===== src/rtl/fifo_enq_rr_arbiter_pkg.sv =====
// Shared types for the FIFO enqueue arbiter: payload word from the FIFO slice,
// requester id / burst counter widths and the arbiter state encoding.
package fifo_types;
    localparam int width_p = 32;
    typedef logic [width_p-1:0] word_t;
endpackage

package arb_types;
    import fifo_types::word_t;

    localparam int num_req_p   = 4;
    localparam int max_burst_p = 4;
    localparam int req_id_w_p  = $clog2(num_req_p);
    localparam int burst_w_p   = $clog2(max_burst_p + 1);

    typedef logic [req_id_w_p-1:0] req_id_t;
    typedef logic [burst_w_p-1:0]  burst_cnt_t;

    typedef enum logic [0:0] {
        ARB_IDLE   = 1'b0,
        ARB_LOCKED = 1'b1
    } arb_state_e;

    // Successor of a requester id in round-robin order (num_req_p need not be a power of two).
    function automatic req_id_t next_id(input req_id_t id);
        next_id = (id == req_id_t'(num_req_p - 1)) ? '0 : id + req_id_t'(1);
    endfunction
endpackage


===== src/rtl/fifo_enq_rr_arbiter_rr_pick.sv =====
// Combinational round-robin pick: first set request at or after i_ptr, wrapping.
module fifo_enq_rr_arbiter_rr_pick
    import arb_types::*;
(
    input  logic [num_req_p-1:0] i_req,
    input  req_id_t              i_ptr,
    output req_id_t              o_pick,
    output logic                 o_any
);
    localparam logic [req_id_w_p:0] NUM_EXT = (req_id_w_p + 1)'(num_req_p);

    logic [2*num_req_p-1:0] w_dbl;
    logic [num_req_p-1:0]   w_rot;
    req_id_t                w_off;
    logic [req_id_w_p:0]    w_sum;

    // Rotating a doubled vector puts the pointer position at bit 0.
    assign w_dbl = {i_req, i_req};
    assign w_rot = w_dbl[i_ptr +: num_req_p];
    assign o_any = |i_req;

    always_comb begin
        w_off = '0;
        for (int i = num_req_p - 1; i >= 0; i--) begin
            if (w_rot[i]) begin
                w_off = req_id_t'(i);
            end
        end
    end

    always_comb begin
        w_sum = {1'b0, i_ptr} + {1'b0, w_off};
        if (w_sum >= NUM_EXT) begin
            w_sum = w_sum - NUM_EXT;
        end
        o_pick = o_any ? w_sum[req_id_w_p-1:0] : '0;
    end
endmodule


===== src/rtl/fifo_enq_rr_arbiter.sv =====
// Packet-locked round-robin arbiter sharing one FIFO enqueue port among num_req_p sources.
// Outputs toward the FIFO are independent of ready_i so no loop forms through the FIFO.
module fifo_enq_rr_arbiter
    import fifo_types::*;
    import arb_types::*;
(
    input  logic                 clk_i,
    input  logic                 reset_n_i,
    input  logic [num_req_p-1:0] req_valid_i,
    input  word_t                req_data_i [num_req_p],
    input  logic [num_req_p-1:0] req_last_i,
    output logic [num_req_p-1:0] req_ready_o,
    output logic                 valid_o,
    output word_t                data_o,
    input  logic                 ready_i,
    output req_id_t              grant_id_o,
    output logic                 locked_o
);
    arb_state_e r_state;
    req_id_t    r_rr_ptr;
    req_id_t    r_lock_id;
    burst_cnt_t r_beat_cnt;

    req_id_t    w_pick;
    logic       w_any;
    logic       w_locked;
    req_id_t    w_sel_id;
    logic       w_sel_valid;
    logic       w_accept;
    logic       w_release;

    fifo_enq_rr_arbiter_rr_pick u_rr_pick (
        .i_req  (req_valid_i),
        .i_ptr  (r_rr_ptr),
        .o_pick (w_pick),
        .o_any  (w_any)
    );

    assign w_locked    = (r_state == ARB_LOCKED);
    assign w_sel_id    = w_locked ? r_lock_id : w_pick;
    assign w_sel_valid = w_locked ? req_valid_i[r_lock_id] : w_any;
    assign w_accept    = w_sel_valid & ready_i;

    // A grant ends on the packet's last beat or once max_burst_p beats have gone through.
    assign w_release = req_last_i[w_sel_id] |
                       (w_locked ? (r_beat_cnt == burst_cnt_t'(max_burst_p - 1))
                                 : (max_burst_p == 1));

    assign valid_o    = w_sel_valid;
    assign data_o     = req_data_i[w_sel_id];
    assign grant_id_o = w_sel_id;
    assign locked_o   = w_locked;

    always_comb begin
        req_ready_o = '0;
        for (int i = 0; i < num_req_p; i++) begin
            req_ready_o[i] = ready_i & w_sel_valid & (w_sel_id == req_id_t'(i));
        end
    end

    always_ff @(posedge clk_i or negedge reset_n_i) begin
        if (!reset_n_i) begin
            r_state    <= ARB_IDLE;
            r_rr_ptr   <= '0;
            r_lock_id  <= '0;
            r_beat_cnt <= '0;
        end else if (w_accept) begin
            if (w_release) begin
                r_state    <= ARB_IDLE;
                r_rr_ptr   <= next_id(w_sel_id);
                r_beat_cnt <= '0;
            end else if (!w_locked) begin
                r_state    <= ARB_LOCKED;
                r_lock_id  <= w_sel_id;
                r_beat_cnt <= burst_cnt_t'(1);
            end else begin
                r_beat_cnt <= r_beat_cnt + burst_cnt_t'(1);
            end
        end
    end
endmodule


===== config.mk =====
export PLATFORM = sky130hd
export DESIGN_NAME = fifo_enq_rr_arbiter
export DESIGN_NICKNAME = d
export VERILOG_FILES = /design/src/rtl/fifo_enq_rr_arbiter_pkg.sv /design/src/rtl/fifo_enq_rr_arbiter_rr_pick.sv /design/src/rtl/fifo_enq_rr_arbiter.sv
export SDC_FILE = /design/constraint.sdc
export NUM_CORES = 1
export LEC_CHECK = 0
export ABC_AREA = 1
export BUFFER_PORTS_ARGS = -buffer_cell sky130_fd_sc_hd__buf_2
export CORE_UTILIZATION = 39
export DETAILED_ROUTE_END_ITERATION = 12
export PLACE_DENSITY = 0.92
export SETUP_SLACK_MARGIN = 0.1
export SYNTH_ARGS = -nofsm -noshare
export SYNTH_HDL_FRONTEND = slang
export SYNTH_SLANG_ARGS = --single-unit

===== constraint.sdc =====
create_clock -name clk_i -period 7.1 [get_ports clk_i]
set_clock_uncertainty 0.15 [all_clocks]
set_input_delay 0.71 -clock clk_i [delete_from_list [all_inputs] [get_ports clk_i]]
set_output_delay 0.71 -clock clk_i [all_outputs]
set_load 0.01 [all_outputs]

# After elaboration in Yosys (flattened, before gate mapping)
# Index checks and enable logic that the tools add are counted.
[totals]
regBits = 8
latch_bits = 0
mem_bits_rw = 0
romBits = 0
input_bits = 139
n_memories = 0
[classes]
addsub = 4
mul = 0
div_mod_pow = 0
magnitude_cmp = 4
n_eq_ne = 4
shift = 1
n_mux = 20
n_bitwise = 9
reduce_logical = 4
[ops]
columns = ["cell", "n"]
rows = [
  ["binary-select mux 32 bit (select 2 bit)", 1],
  ["two-way mux 32 bit", 2],
  ["two-way mux 2 bit", 8],
  ["variable part select 8 x 3 -> 4 bit", 1],
  ["greater-or-equal comparator 3 bit (second input constant)", 2],
  ["< comparator 2 x 3 -> 1 bit (second input constant)", 2],
  ["two-way mux 3 bit", 2],
  ["AND 1 bit", 5],
  ["two-way mux 1 bit", 5],
  ["binary-select mux 1 bit (select 2 bit)", 2],
  ["== test 2 bit (second input constant)", 2],
  ["OR reduction 4 bit", 1],
  ["adder 2 x 2 -> 3 bit", 1],
  ["adder 3 x 1 -> 3 bit (second input constant)", 1],
  ["== test 3 x 2 -> 1 bit (second input constant)", 1],
  ["inverter 2 -> 3 bit", 1],
  ["AND reduction 3 bit", 1],
  ["adder 2 x 1 -> 2 bit (second input constant)", 1],
  ["== test 2 x 1 -> 1 bit (second input constant)", 1],
  ["zero test 2 bit", 1],
  ["inverter 1 bit", 2],
  ["AND reduction 2 bit", 1],
  ["subtractor 2 x 1 -> 2 bit (second input constant)", 1],
  ["OR 1 bit", 1],
]

# Depth between registers and ports, before layout
# Gate-level depths: netlist of the first run.
[logic_depth]
depth_word = 15
depth_mapped = 18

# By module
# From an unflattened synthesis of the first run, not the netlist that was laid out.
[unflattened]
cells_unflattened = 325
hier_area_um2 = 1785.5
[by_module_without_submodules]
columns = ["mod", "instances", "cells_per_inst", "area_each_um2", "seq_area_each_um2"]
rows = [
  ["fifo_enq_rr_arbiter", 1, 287, 1602.8, 200.2],
  ["fifo_enq_rr_arbiter_rr_pick", 1, 38, 182.7, 0.0],
]

# Least setup slack after synthesis of the first run
# Ideal clock, no wire load.
[synth_timing]
path_type = "input-to-output"
from = "input port req_valid_i[1]"
to = "output port req_ready_o[0]"
arrival_time_ps = 2325
required_ps = 6240
path_slack_ps = 3915
stages = 13
n_path_buf = 2
cell_sequence = "nand2_1 > nand3_1 > nand2_1 > nand3_1 > a21boi_0 > ha_1 > xor2_1 > nand3_1 > nand3_2 > nand2_4 > buf_6 > buf_4 > nor3_1"
[synth_via]
elab_chain_cells = 12
elab_cells_between_ends = 18
[synth_lines]
columns = ["item", "line_no", "source"]
rows = [
  ["start: declaration", "fifo_enq_rr_arbiter.sv:9", "input logic [num_req_p-1:0] req_valid_i,"],
  ["variable part select 8 x 3 -> 4 bit", "fifo_enq_rr_arbiter_rr_pick.sv:19", "assign w_rot = w_dbl[i_ptr +: num_req_p];"],
  ["two-way mux 2 bit (4 in series)", "fifo_enq_rr_arbiter_rr_pick.sv:25", "if (w_rot[i]) begin"],
  ["adder 2 x 2 -> 3 bit", "fifo_enq_rr_arbiter_rr_pick.sv:32", "w_sum = {1'b0, i_ptr} + {1'b0, w_off};"],
  ["greater-or-equal comparator 3 bit or subtractor 2 x 1 -> 2 bit (tied branches)", "fifo_enq_rr_arbiter_rr_pick.sv:33, fifo_enq_rr_arbiter_rr_pick.sv:34", ""],
  ["two-way mux 2 bit", "fifo_enq_rr_arbiter_rr_pick.sv:33", "if (w_sum >= NUM_EXT) begin"],
  ["two-way mux 2 bit *", "fifo_enq_rr_arbiter_rr_pick.sv:36", "o_pick = o_any ? w_sum[req_id_w_p-1:0] : '0;"],
  ["two-way mux 2 bit *", "fifo_enq_rr_arbiter.sv:40", "assign w_sel_id = w_locked ? r_lock_id : w_pick;"],
  ["via grant_id_o[1]", "fifo_enq_rr_arbiter.sv:16", "output req_id_t grant_id_o,"],
  ["zero test 2 bit *", "fifo_enq_rr_arbiter.sv:57", "req_ready_o[i] = ready_i & w_sel_valid & (w_sel_id == req_id_t'(i));"],
  ["AND 1 bit *", "fifo_enq_rr_arbiter.sv:57", ""],
  ["end: declaration", "fifo_enq_rr_arbiter.sv:12", "output logic [num_req_p-1:0] req_ready_o,"],
]
# Mark *: on every way through the listed nets, which the timed path passes. The rest lies on a longest branch. The select of a mux whose other input is x is not followed.

# Final worst setup path of the first run
[layout_timing]
from = "input port req_valid_i[3]"
to = "output port data_o[31]"
[layout_via]
elab_chain_cells = 14
elab_cells_between_ends = 16
[layout_lines]
columns = ["item", "line_no", "source"]
rows = [
  ["variable part select 8 x 3 -> 4 bit", "fifo_enq_rr_arbiter_rr_pick.sv:19", ""],
  ["two-way mux 2 bit (4 in series)", "fifo_enq_rr_arbiter_rr_pick.sv:25", ""],
  ["adder 2 x 2 -> 3 bit", "fifo_enq_rr_arbiter_rr_pick.sv:32", ""],
  ["greater-or-equal comparator 3 bit or subtractor 2 x 1 -> 2 bit (tied branches)", "fifo_enq_rr_arbiter_rr_pick.sv:33, fifo_enq_rr_arbiter_rr_pick.sv:34", ""],
  ["two-way mux 2 bit", "fifo_enq_rr_arbiter_rr_pick.sv:33", ""],
  ["two-way mux 2 bit *", "fifo_enq_rr_arbiter_rr_pick.sv:36", ""],
  ["two-way mux 2 bit *", "fifo_enq_rr_arbiter.sv:40", ""],
  ["inverter 2 -> 3 bit (not written as such) *", "fifo_enq_rr_arbiter.sv:50", "assign data_o = req_data_i[w_sel_id];"],
  ["binary-select mux 32 bit (select 2 bit) *", "fifo_enq_rr_arbiter.sv:50", ""],
  ["two-way mux 32 bit (not written as such) * (2 in series)", "fifo_enq_rr_arbiter.sv:50", ""],
  ["end: declaration", "fifo_enq_rr_arbiter.sv:14", "output word_t data_o,"],
]
# Mark *: on every way between the ends. The rest lies on a longest branch, timed or not. The select of a mux whose other input is x is not followed.

==> flow_metrics.env, run 1 <==
export IMPL_place_gp_congestion=0.8403
export IMPL_grt_pass1_vias=2233
export IMPL_comb_power_share_pct=90.7
export IMPL_final_common_cell="nand2_1"
export IMPL_drt_pass1_iter_count=6
export IMPL_synth_cells=358
export IMPL_routed_via_count=2818
export IMPL_routed_wl_um=6380
export IMPL_maxCapViolCount=0
export IMPL_yosysSeqAreaShare_pct=11.48
export IMPL_cts_resized=0
export IMPL_p_int_w=0.0006151
export IMPL_htreeDepth=1
export IMPL_overflow=0
export IMPL_fin_tns_setup_ns=0
export IMPL_drtAntennaViolNets=0
export IMPL_dieArea_um2=4744
export IMPL_grt_max_degree=41
export IMPL_synth_cell_area_um2=1744
export IMPL_coreArea_um2=4144
export IMPL_cts_sinks=8
export IMPL_final_max_slew_viol_count=0
export IMPL_fin_ws_ns=2.819
export IMPL_crit_chain="buf_2, nand2_1, nand3_1, nand2_1, a21boi_0, ha_1, nand2_1, nand2_1, inv_2, nor2_4, nand2_1, nand3_1, buf_2"
export IMPL_io_pins=179
export IMPL_std_cell_rows=23
export IMPL_fin_area_um2=2628
export IMPL_holdBufCountCts=0
export IMPL_final_setup_viol_count=0
export IMPL_status="finished, final reports clean"
export IMPL_placed_cell_area_um2=2586
export IMPL_die_y_um=68.88
export IMPL_cp_endpoint="data_o[31]"
export IMPL_worst_slew_pin_slew_ns=0.7203
export IMPL_max_stage_delay_ns=0.69
export IMPL_crit_path_end_kind="output pin"
export IMPL_ys_ff_latch=8
export IMPL_p_per_area_nw_per_um2=609.6
export IMPL_cts_buffers=3
export IMPL_ff2ff_path_depth=17
export IMPL_critical_path_arrival_ns=3.42
export IMPL_finalPower_w=0.001602
export IMPL_worstPathRequired_ns=6.24
export IMPL_synth_top_cell_area_share_pct=51.65
export IMPL_cts_setup_buffers=0
export IMPL_drc=0
export IMPL_drtIter0Drc=109
export IMPL_crit_type="primary input to output pin"
export IMPL_hp_class="primary input to async pin"
export IMPL_vias_per_cell=4.953
export IMPL_cp_common_cell="nand2_1"
export IMPL_p_leak_nw=1.711
export IMPL_layout_common_cells="nand2_1, buf_2, nand3_1"
export IMPL_critPathSlowestCell="nor2_4"
export IMPL_fin_nets=664
export IMPL_grt_first_pass_wirelength_um=8928
export IMPL_reg2reg_from="r_rr_ptr[0]$_DFFE_PN0P_"
export IMPL_slew_headroom_pct=51.87
export IMPL_root_buffer="clkbuf_8"
export IMPL_pre_cts_ws_ns=2.825
export IMPL_dp_hpwl_um=4908
export IMPL_timing_fmax_mhz=233.6
export IMPL_ir_drop_mv=0.3113
export IMPL_areaGrowthSynthToFinish_pct=50.65
export IMPL_grtUsageTotal_pct=24.06
export IMPL_netSwitchingPower_w=0.0009868
export IMPL_start_util_pct=42.09
export IMPL_ys_top_cells_by_area="nand2_1, nand3_1, dfrtp_1"
export IMPL_diodes=0
export IMPL_clockBufferDepth=2
export IMPL_syn_num_nets=501
export IMPL_layout_drive_gt1_share_pct=37.19
export IMPL_timing_reg2reg_setup_slack_ns=3.83
export IMPL_cp_max_fo=40
export IMPL_worst_skew_pair_late_latency_ns=0.23
export IMPL_hold_viol=0
export IMPL_min_period_ns=4.281
export IMPL_startpoint_type="primary input"
export IMPL_die_w_um=68.88
export IMPL_startpoint="req_valid_i[3]"
export IMPL_path_clk_slew_ns=0.04
export IMPL_post_route_period_util_pct=60.30
export IMPL_rsz0062_at_grt="no"
export IMPL_yosys_warnings=0
export IMPL_avgSynthCellArea_um2=4.872
export IMPL_clock_power_share_pct=3.4
export IMPL_cts_tree="yes"
export IMPL_synth_cell_types=26
export IMPL_p_sw_share_pct=61.60
export IMPL_yosysTopAreaCell="nand2_1"
export IMPL_power_frac_seq_pct=5.9
export IMPL_numPortBuffers=178
export IMPL_grt_antenna_before_repair=0
export IMPL_reg2reg_to="r_rr_ptr[0]$_DFFE_PN0P_"
export IMPL_wire_per_inst_um=11.21
## cell families (layout without fill, tap and decap cells)
logic type / count (synthesis) / count (layout) / synth area share [%]
and+or+nand+nor: 302 / 302 / 72.60
buffers and inverters: 35 / 196 / 9.828
adders and majority gates: 4 / 4 / 2.870
AOI/OAI and AO/OA: 8 / 8 / 2.726
DFF: 8 / 8 / 11.48
xor gates and xnor gates: 1 / 1 / 0.5022
## state kept, by name (all words and copies together), names as in the netlist
register,cells
r_beat_cnt,3
r_lock_id,2
r_rr_ptr,2
locked_o,1
## Yosys cell counts
cell type and count:
nand2_1 240, nand3b_2 1, nand3_1 46, nand3b_1 1, nor3_1 3, nand3_2 1
a21oi_1 1, a21boi_0 1, dfrtp_1 8, or2_1 1, buf_6 1, buf_2 14
o211ai_1 2, nand3_4 1, inv_2 3, ha_1 4, inv_1 10, nand2_4 2
o21ai_1 2, xor2_1 1, clkbuf_1 2, nor2_4 3, clkinv_1 1, o21ai_0 2
nor2_1 3, buf_4 4
## power by group through the flow
stage | Clock, W | Sequential [W] | Combinational (W)
6_report | 0.0000549 | 0.0000938 | 0.00145
5_1_grt | 0.0000575 | 0.0000970 | 0.00167
4_1_cts | 0.0000549 | 0.0000927 | 0.00146
2_1_floorplan | 0 | 0.0000793 | 0.00108
3_3_place_gp | 0 | 0.0000911 | 0.00142
3_5_place_dp | 0 | 0.0000928 | 0.00146
## metal layers
metal  part of all wire (%)  routed length (µm)  track usage, %  up-vias
met5                      0                   0               0        -
met3                    7.3                 464          0.9868       18
li1                       -                   -               -     1433
met2                     52                3332           48.30      147
met1                     39                2505           27.41     1220
met4                    1.2                  78           5.102        0
## cell type report
type                    instances  area, µm²
clock buffers                   3      41.29
fillers                       403       1516
inverters                      14      52.55
multi-input cells             315       1373
flip-flops and latches          8      200.2
well taps                      50      62.56
repair buffers                179      898.4
## metrics by stage
step	hold WS, ns	instances	util [%]
floorplan	0.2644	358	-
global placement	0.3114	566	62.41
detailed placement	0.3163	566	62.41
CTS	0.1736	569	63.41
global route	0.1802	569	63.41
finish	0.1658	569	63.41
## critical path: cells and delay by family
kind | cells | cell delay, ns
and+or+nand+nor | 8 | 1.63
AOI/OAI and AO/OA | 1 | 0.14
buffers and inverters | 3 | 0.65
adders and majority gates | 1 | 0.28
## worst min path at each step
stage                                         start                        end  cells past startpoint
after floorplan                           reset_n_i       locked_o$_DFFE_PN0P_                      0
after global placement    r_beat_cnt[2]$_DFFE_PN0P_  r_beat_cnt[2]$_DFFE_PN0P_                      2
after detailed placement  r_beat_cnt[2]$_DFFE_PN0P_  r_beat_cnt[2]$_DFFE_PN0P_                      2
after CTS                                 reset_n_i   r_lock_id[0]$_DFFE_PN0P_                      1
after global routing                      reset_n_i   r_lock_id[0]$_DFFE_PN0P_                      1
final                                     reset_n_i   r_lock_id[0]$_DFFE_PN0P_                      1
(Power assumes the default switching activity.)
==> inputs of run 2 (changes only) <==
Settings changed: CORE_UTILIZATION 39 to 36, PLACE_DENSITY 0.92 to 0.87.
Clock period 7.1 ns to 4 ns, I/O delays scaled along.
==> run 2 against run 1 <==
  * Global-route usage up 0.92 points
  * Clock-buffer cell count unchanged
  * Core utilization down 3.8 points
  * Die area up 8.1%
  * Design area up 2.2%
  * Via count up 1.2%
  * Register-to-register slack worse by 3.1 ns
  * Sequential cell count unchanged
  * Routed wire length up 7.6%
  * Critical path depth up 2
  * Setup slack worse by 2.5 ns
  * Worst hold slack better by 0.16 ns
  * Critical path type is now flip-flop to output pin
  * Largest cell class unchanged
==> flow_metrics.env, run 2 (synthesis gave the netlist of run 1 again) <==
export IMPL_drt_pass1_iter_count=5
export IMPL_max_stage_delay_ns=0.45
export IMPL_reg2reg_from="r_rr_ptr[0]$_DFFE_PN0P_"
export IMPL_cts_buffers=3
export IMPL_final_max_slew_viol_count=0
export IMPL_final_setup_viol_count=0
export IMPL_worstPathRequired_ns=3.45
export IMPL_critical_path_arrival_ns=3.09
export IMPL_start_util_pct=38.72
export IMPL_critPathSlowestCell="dfrtp_1"
export IMPL_grt_util_met2_pct=47.06
export IMPL_crit_chain="inv_2, nand2_1, nand3_1, nand2_1, nand3_1, a21boi_0, ha_1, nand2_1, nand2_1, inv_2, buf_4, ha_1, inv_1, nor2_1, buf_2"
export IMPL_p_per_area_nw_per_um2=1116
export IMPL_dp_hpwl_um=5213
export IMPL_hp_class="flip-flop to flip-flop"
export IMPL_cts_sinks=8
export IMPL_finalPower_w=0.002996
export IMPL_die_y_um=71.61
export IMPL_worst_slew_pin_slew_ns=0.4736
export IMPL_maxCapViolCount=0
export IMPL_numPortBuffers=178
export IMPL_grt_antenna_before_repair=0
export IMPL_vias_per_cell=4.943
export IMPL_cts_setup_buffers=0
export IMPL_drtIter0Drc=131
export IMPL_startpoint="r_rr_ptr[0]$_DFFE_PN0P_"
export IMPL_timing_reg2reg_setup_slack_ns=0.73
export IMPL_routed_via_count=2852
export IMPL_slew_headroom_pct=68.35
export IMPL_std_cell_rows=24
export IMPL_startpoint_type="flip-flop"
export IMPL_status="finished, final reports clean"
export IMPL_grtUsageTotal_pct=24.98
export IMPL_io_pins=179
export IMPL_rsz0062_at_grt="yes"
export IMPL_final_common_cell="nand2_1"
export IMPL_ff_latch_area_um2=200.2
export IMPL_grt_max_degree=33
export IMPL_placedCellCount=571
export IMPL_grt_first_pass_wirelength_um=10510
export IMPL_use_met1_pct=28.36
export IMPL_largest_register_ffs=3
export IMPL_min_period_ns=3.638
export IMPL_htreeDepth=1
export IMPL_regMostFlops="r_beat_cnt"
export IMPL_die_w_um=71.61
export IMPL_diodes=0
export IMPL_timing_fmax_mhz=274.9
export IMPL_routed_wl_um=6866
export IMPL_layout_drive_gt1_share_pct=37.71
export IMPL_cp_max_fo=21
export IMPL_coreArea_um2=4504
export IMPL_fin_util_pct=59.61
export IMPL_overflow=0
export IMPL_grt_busiest_layer="met2"
export IMPL_hold_viol=0
export IMPL_path_clk_slew_ns=0.04
export IMPL_fill_cells=437
export IMPL_fin_ws_ns=0.3619
export IMPL_dieArea_um2=5127
export IMPL_grt_pass1_vias=2578
export IMPL_wire_per_inst_um=11.90
export IMPL_grtUsageMet3_pct=2.532
export IMPL_root_buffer="clkbuf_8"
export IMPL_p_leak_nw=1.736
export IMPL_worst_skew_pair_late_latency_ns=0.23
export IMPL_post_route_period_util_pct=90.95
export IMPL_ir_drop_mv=0.4561
export IMPL_fin_nets=670
export IMPL_fin_tns_setup_ns=0
export IMPL_crit_path_end_kind="output pin"
export IMPL_drtAntennaViolNets=0
export IMPL_drc=0
export IMPL_cp_common_cell="nand2_1"
export IMPL_cts_tree="yes"
export IMPL_hold_start="r_beat_cnt[2]$_DFFE_PN0P_"
export IMPL_clockBufferDepth=2
export IMPL_layout_common_cells="nand2_1, buf_2, nand3_1"
export IMPL_pre_cts_ws_ns=0.5653
export IMPL_place_gp_congestion=0.8575
export IMPL_fin_cells=577
export IMPL_crit_type="flip-flop to output pin"
export IMPL_areaGrowthSynthToFinish_pct=53.95
export IMPL_multiInputGateArea_um2=1395
export IMPL_reg_top3="r_beat_cnt: 3 flops, r_lock_id: 2 flops, r_rr_ptr: 2 flops"
[run 2: changes by cell type in the layout (fill, tap and decap cells not counted), sizes merged]
| cell | before | now |
|---|---|---|
| buf | 179 | 182 |
| dlygate4sd3 | 0 | 1 |
| nor2 | 6 | 8 |
[run 2: layout make-up]
cell class	count	share of cell area, %
clock buffers	3	1.538
inverters	14	1.957
multi-input cells	317	51.96
flip-flops and latches	8	7.456
well taps	52	2.423
repair buffers	183	34.67
[run 2: routing by layer]
| metal | vias to the layer above | wire, µm | part of all wire [%] |
|---|---|---|---|
| met2 | 139 | 3411 | 50 |
| met1 | 1244 | 2725 | 40 |
| met3 | 20 | 535 | 7.8 |
| li1 | 1449 | - | - |
| met5 | - | 0 | 0 |
| met4 | 0 | 194 | 2.8 |
[run 2: repair_timing]
item | in CTS | in global routing
setup endpoints to repair | 0 | 32
hold endpoints to repair | 8 | 0
resized for setup | 0 | 2
hold buffers | 1 | 0
[run 2: path summary, 6_finish.rpt]
path,endpoint,depth (start not counted)
max,req_ready_o[2],15
min,r_beat_cnt[2]$_DFFE_PN0P_,2
max reg2reg,r_rr_ptr[1]$_DFFE_PN0P_,18
min reg2reg,r_beat_cnt[2]$_DFFE_PN0P_,2
max in group asynchronous,r_lock_id[0]$_DFFE_PN0P_,2
min in group asynchronous,locked_o$_DFFE_PN0P_,2
[run 2: through the flow]
step	instance area, µm²	hold slack (ns)
6_report	2685	0.3238
4_1_cts	2663	0.3286
3_5_place_dp	2611	0.1057
5_1_grt	2685	0.3496
2_1_floorplan	1744	-0.04559
3_3_place_gp	2611	0.1003
[run 2: worst max-delay path, delay by kind of cell (launching register included)]
kind | cells | cell delay, ns
AOI/OAI and AO/OA | 1 | 0.17
buffers and inverters | 5 | 1.04
DFF | 1 | 0.45
and+or+nand+nor | 7 | 0.76
adders and majority gates | 2 | 0.43
[run 2: report_power, final]
part           internal, W  switching (W)   total, W
Sequential        0.000115      0.0000482   0.000163
Clock            0.0000653      0.0000334  0.0000987
Combinational     0.000962        0.00177    0.00273
==> inputs of run 3 (changes only) <==
Settings changed: BUFFER_PORTS_ARGS -buffer_cell sky130_fd_sc_hd__buf_2 to -buffer_cell sky130_fd_sc_hd__buf_4.
==> run 3 against run 2 <==
  * Combinational power rose by 10%
  * Sequential cell count did not move
  * Design area rose by 16%
  * Power rose by 9.3%
  * Critical endpoint is now data_o[19]
  * Non-clock buffer count rose by 1
==> flow_metrics.env, run 3 (synthesis gave the netlist of run 1 again) <==
export IMPL_routed_wl_um=7108
export IMPL_fin_tns_setup_ns=0
export IMPL_timing_reg2reg_setup_slack_ns=1.03
export IMPL_place_gp_congestion=0.8847
export IMPL_fin_area_um2=3122
export IMPL_startpoint="r_rr_ptr[0]$_DFFE_PN0P_"
export IMPL_largest_register_ffs=3
export IMPL_final_max_slew_viol_count=0
export IMPL_cts_setup_buffers=0
export IMPL_die_y_um=71.61
export IMPL_htreeDepth=1
export IMPL_final_common_cell="nand2_1"
export IMPL_cp_max_fo=22
export IMPL_grt_util_met2_pct=51.57
export IMPL_worst_skew_pair_late_latency_ns=0.23
export IMPL_routed_via_count=2801
export IMPL_fin_cells=577
export IMPL_slew_headroom_pct=52.49
export IMPL_dp_hpwl_um=5631
export IMPL_worst_slew_pin_slew_ns=0.7118
export IMPL_worstPathRequired_ns=3.45
export IMPL_use_met1_pct=30.73
export IMPL_std_cell_rows=24
export IMPL_numPortBuffers=178
export IMPL_layout_common_cells="nand2_1, buf_4, nand3_1"
export IMPL_placedCellCount=572
export IMPL_maxCapViolCount=0
export IMPL_root_buffer="clkbuf_8"
export IMPL_crit_type="flip-flop to output pin"
export IMPL_fin_nets=670
export IMPL_coreArea_um2=4504
export IMPL_grt_pass1_vias=2707
export IMPL_startpoint_type="flip-flop"
export IMPL_final_setup_viol_count=0
export IMPL_grtUsageMet3_pct=4.360
export IMPL_grt_first_pass_wirelength_um=11390
export IMPL_start_util_pct=38.72
export IMPL_diodes=0
export IMPL_vias_per_cell=4.854
export IMPL_drt_pass1_iter_count=4
export IMPL_timing_fmax_mhz=274.3
export IMPL_cp_endpoint="data_o[19]"
export IMPL_finalPower_w=0.003275
export IMPL_grtUsageTotal_pct=26.98
export IMPL_p_leak_nw=1.883
export IMPL_min_period_ns=3.645
export IMPL_cts_sinks=8
export IMPL_post_route_period_util_pct=91.13
export IMPL_grt_busiest_layer="met2"
export IMPL_grt_antenna_before_repair=0
export IMPL_clockBufferDepth=2
export IMPL_ff2ff_path_depth=18
export IMPL_placed_cell_area_um2=3064
export IMPL_p_per_area_nw_per_um2=1049
export IMPL_ir_drop_mv=0.7689
export IMPL_critical_path_arrival_ns=3.10
export IMPL_rsz0062_at_grt="yes"
export IMPL_crit_path_end_kind="output pin"
export IMPL_cts_tree="yes"
export IMPL_reg2reg_from="r_rr_ptr[0]$_DFFE_PN0P_"
export IMPL_drc=0
export IMPL_wire_per_inst_um=12.32
export IMPL_die_w_um=71.61
export IMPL_hold_viol=0
export IMPL_status="finished, final reports clean"
export IMPL_hp_class="flip-flop to flip-flop"
export IMPL_overflow=0
export IMPL_drtAntennaViolNets=0
export IMPL_grt_max_degree=33
export IMPL_cts_buffers=3
export IMPL_io_pins=179
export IMPL_reg2reg_to="r_rr_ptr[1]$_DFFE_PN0P_"
export IMPL_layout_drive_gt1_share_pct=37.71
export IMPL_reg_top3="r_beat_cnt: 3 flops, r_lock_id: 2 flops, r_rr_ptr: 2 flops"
export IMPL_areaGrowthSynthToFinish_pct=78.98
export IMPL_drtIter0Drc=100
export IMPL_dieArea_um2=5127
export IMPL_regMostFlops="r_beat_cnt"
export IMPL_path_clk_slew_ns=0.04
==> run 3: cell count changes in the layout (fill, tap and decap cells not counted), sizes merged <==
cell,previous run,this run
nor2,8,7
buf,182,183
==> run 3: final cells by class <==
cell class,count,area (µm²)
tap,52,65.06
sequential,8,200.2
fill,430,1383
clock buffer,3,41.29
timing repair buffer,184,1384
inverter,14,52.55
multi-input combinational,316,1379
==> run 3: stage by stage <==
stage                     setup WS [ns]  util [%]  hold WS (ns)
after floorplan                   1.322         -      -0.04559
after CTS                        0.3808     69.17        0.3343
after global routing            0.08268     69.31        0.3684
after global placement           0.7681     68.03       0.07271
final                            0.3550     69.31        0.3335
after detailed placement         0.6268     68.03       0.07933
==> run 3: how the worst min path moves through the flow <==
stage                              start                   endpoint  slack, ns  depth (start not counted)
2_1_floorplan                  reset_n_i       locked_o$_DFFE_PN0P_      -0.05                          0
3_5_place_dp                   reset_n_i  r_beat_cnt[0]$_DFFE_PN0P_       0.08                          1
5_1_grt        r_beat_cnt[1]$_DFFE_PN0P_  r_beat_cnt[1]$_DFFE_PN0P_       0.37                          2
4_1_cts        r_beat_cnt[2]$_DFFE_PN0P_  r_beat_cnt[2]$_DFFE_PN0P_       0.33                          2
3_3_place_gp                   reset_n_i  r_beat_cnt[2]$_DFFE_PN0P_       0.07                          1
6_report       r_beat_cnt[2]$_DFFE_PN0P_  r_beat_cnt[2]$_DFFE_PN0P_       0.33                          2
==> run 3: critical path: stages, from the launching register on <==
cell	delay [ns]
dfrtp_1	0.46
inv_2	0.08
nand2_1	0.09
nand3_1	0.08
nand2_1	0.11
nand3_1	0.08
a21boi_0	0.20
ha_1	0.21
xor2_1	0.18
nand3_1	0.11
nand3_2	0.12
nand2_4	0.17
nor2_2	0.62
nand2_1	0.11
nand3_1	0.11
buf_4	0.12
==> run 3: what timing repair did <==
action	4_1_cts	5_1_grt
endpoints found under the hold margin	8	0
hold buffers	1	0
endpoints found under the setup margin	0	14
gates resized for setup	0	0
==> run 3: metal layers <==
layer / share of wire [%] / up-vias
li1: - / 1446
met1: 39 / 1215
met2: 51 / 124
met3: 7.8 / 16
met4: 2.0 / 0
met5: 0 / -
==> run 3: power breakdown <==
| group | total (W) | internal [W] | switching [W] |
|---|---|---|---|
| Clock | 0.0000989 | 0.0000654 | 0.0000335 |
| Combinational | 0.00301 | 0.00125 | 0.00177 |
| Sequential | 0.000162 | 0.000115 | 0.0000471 |
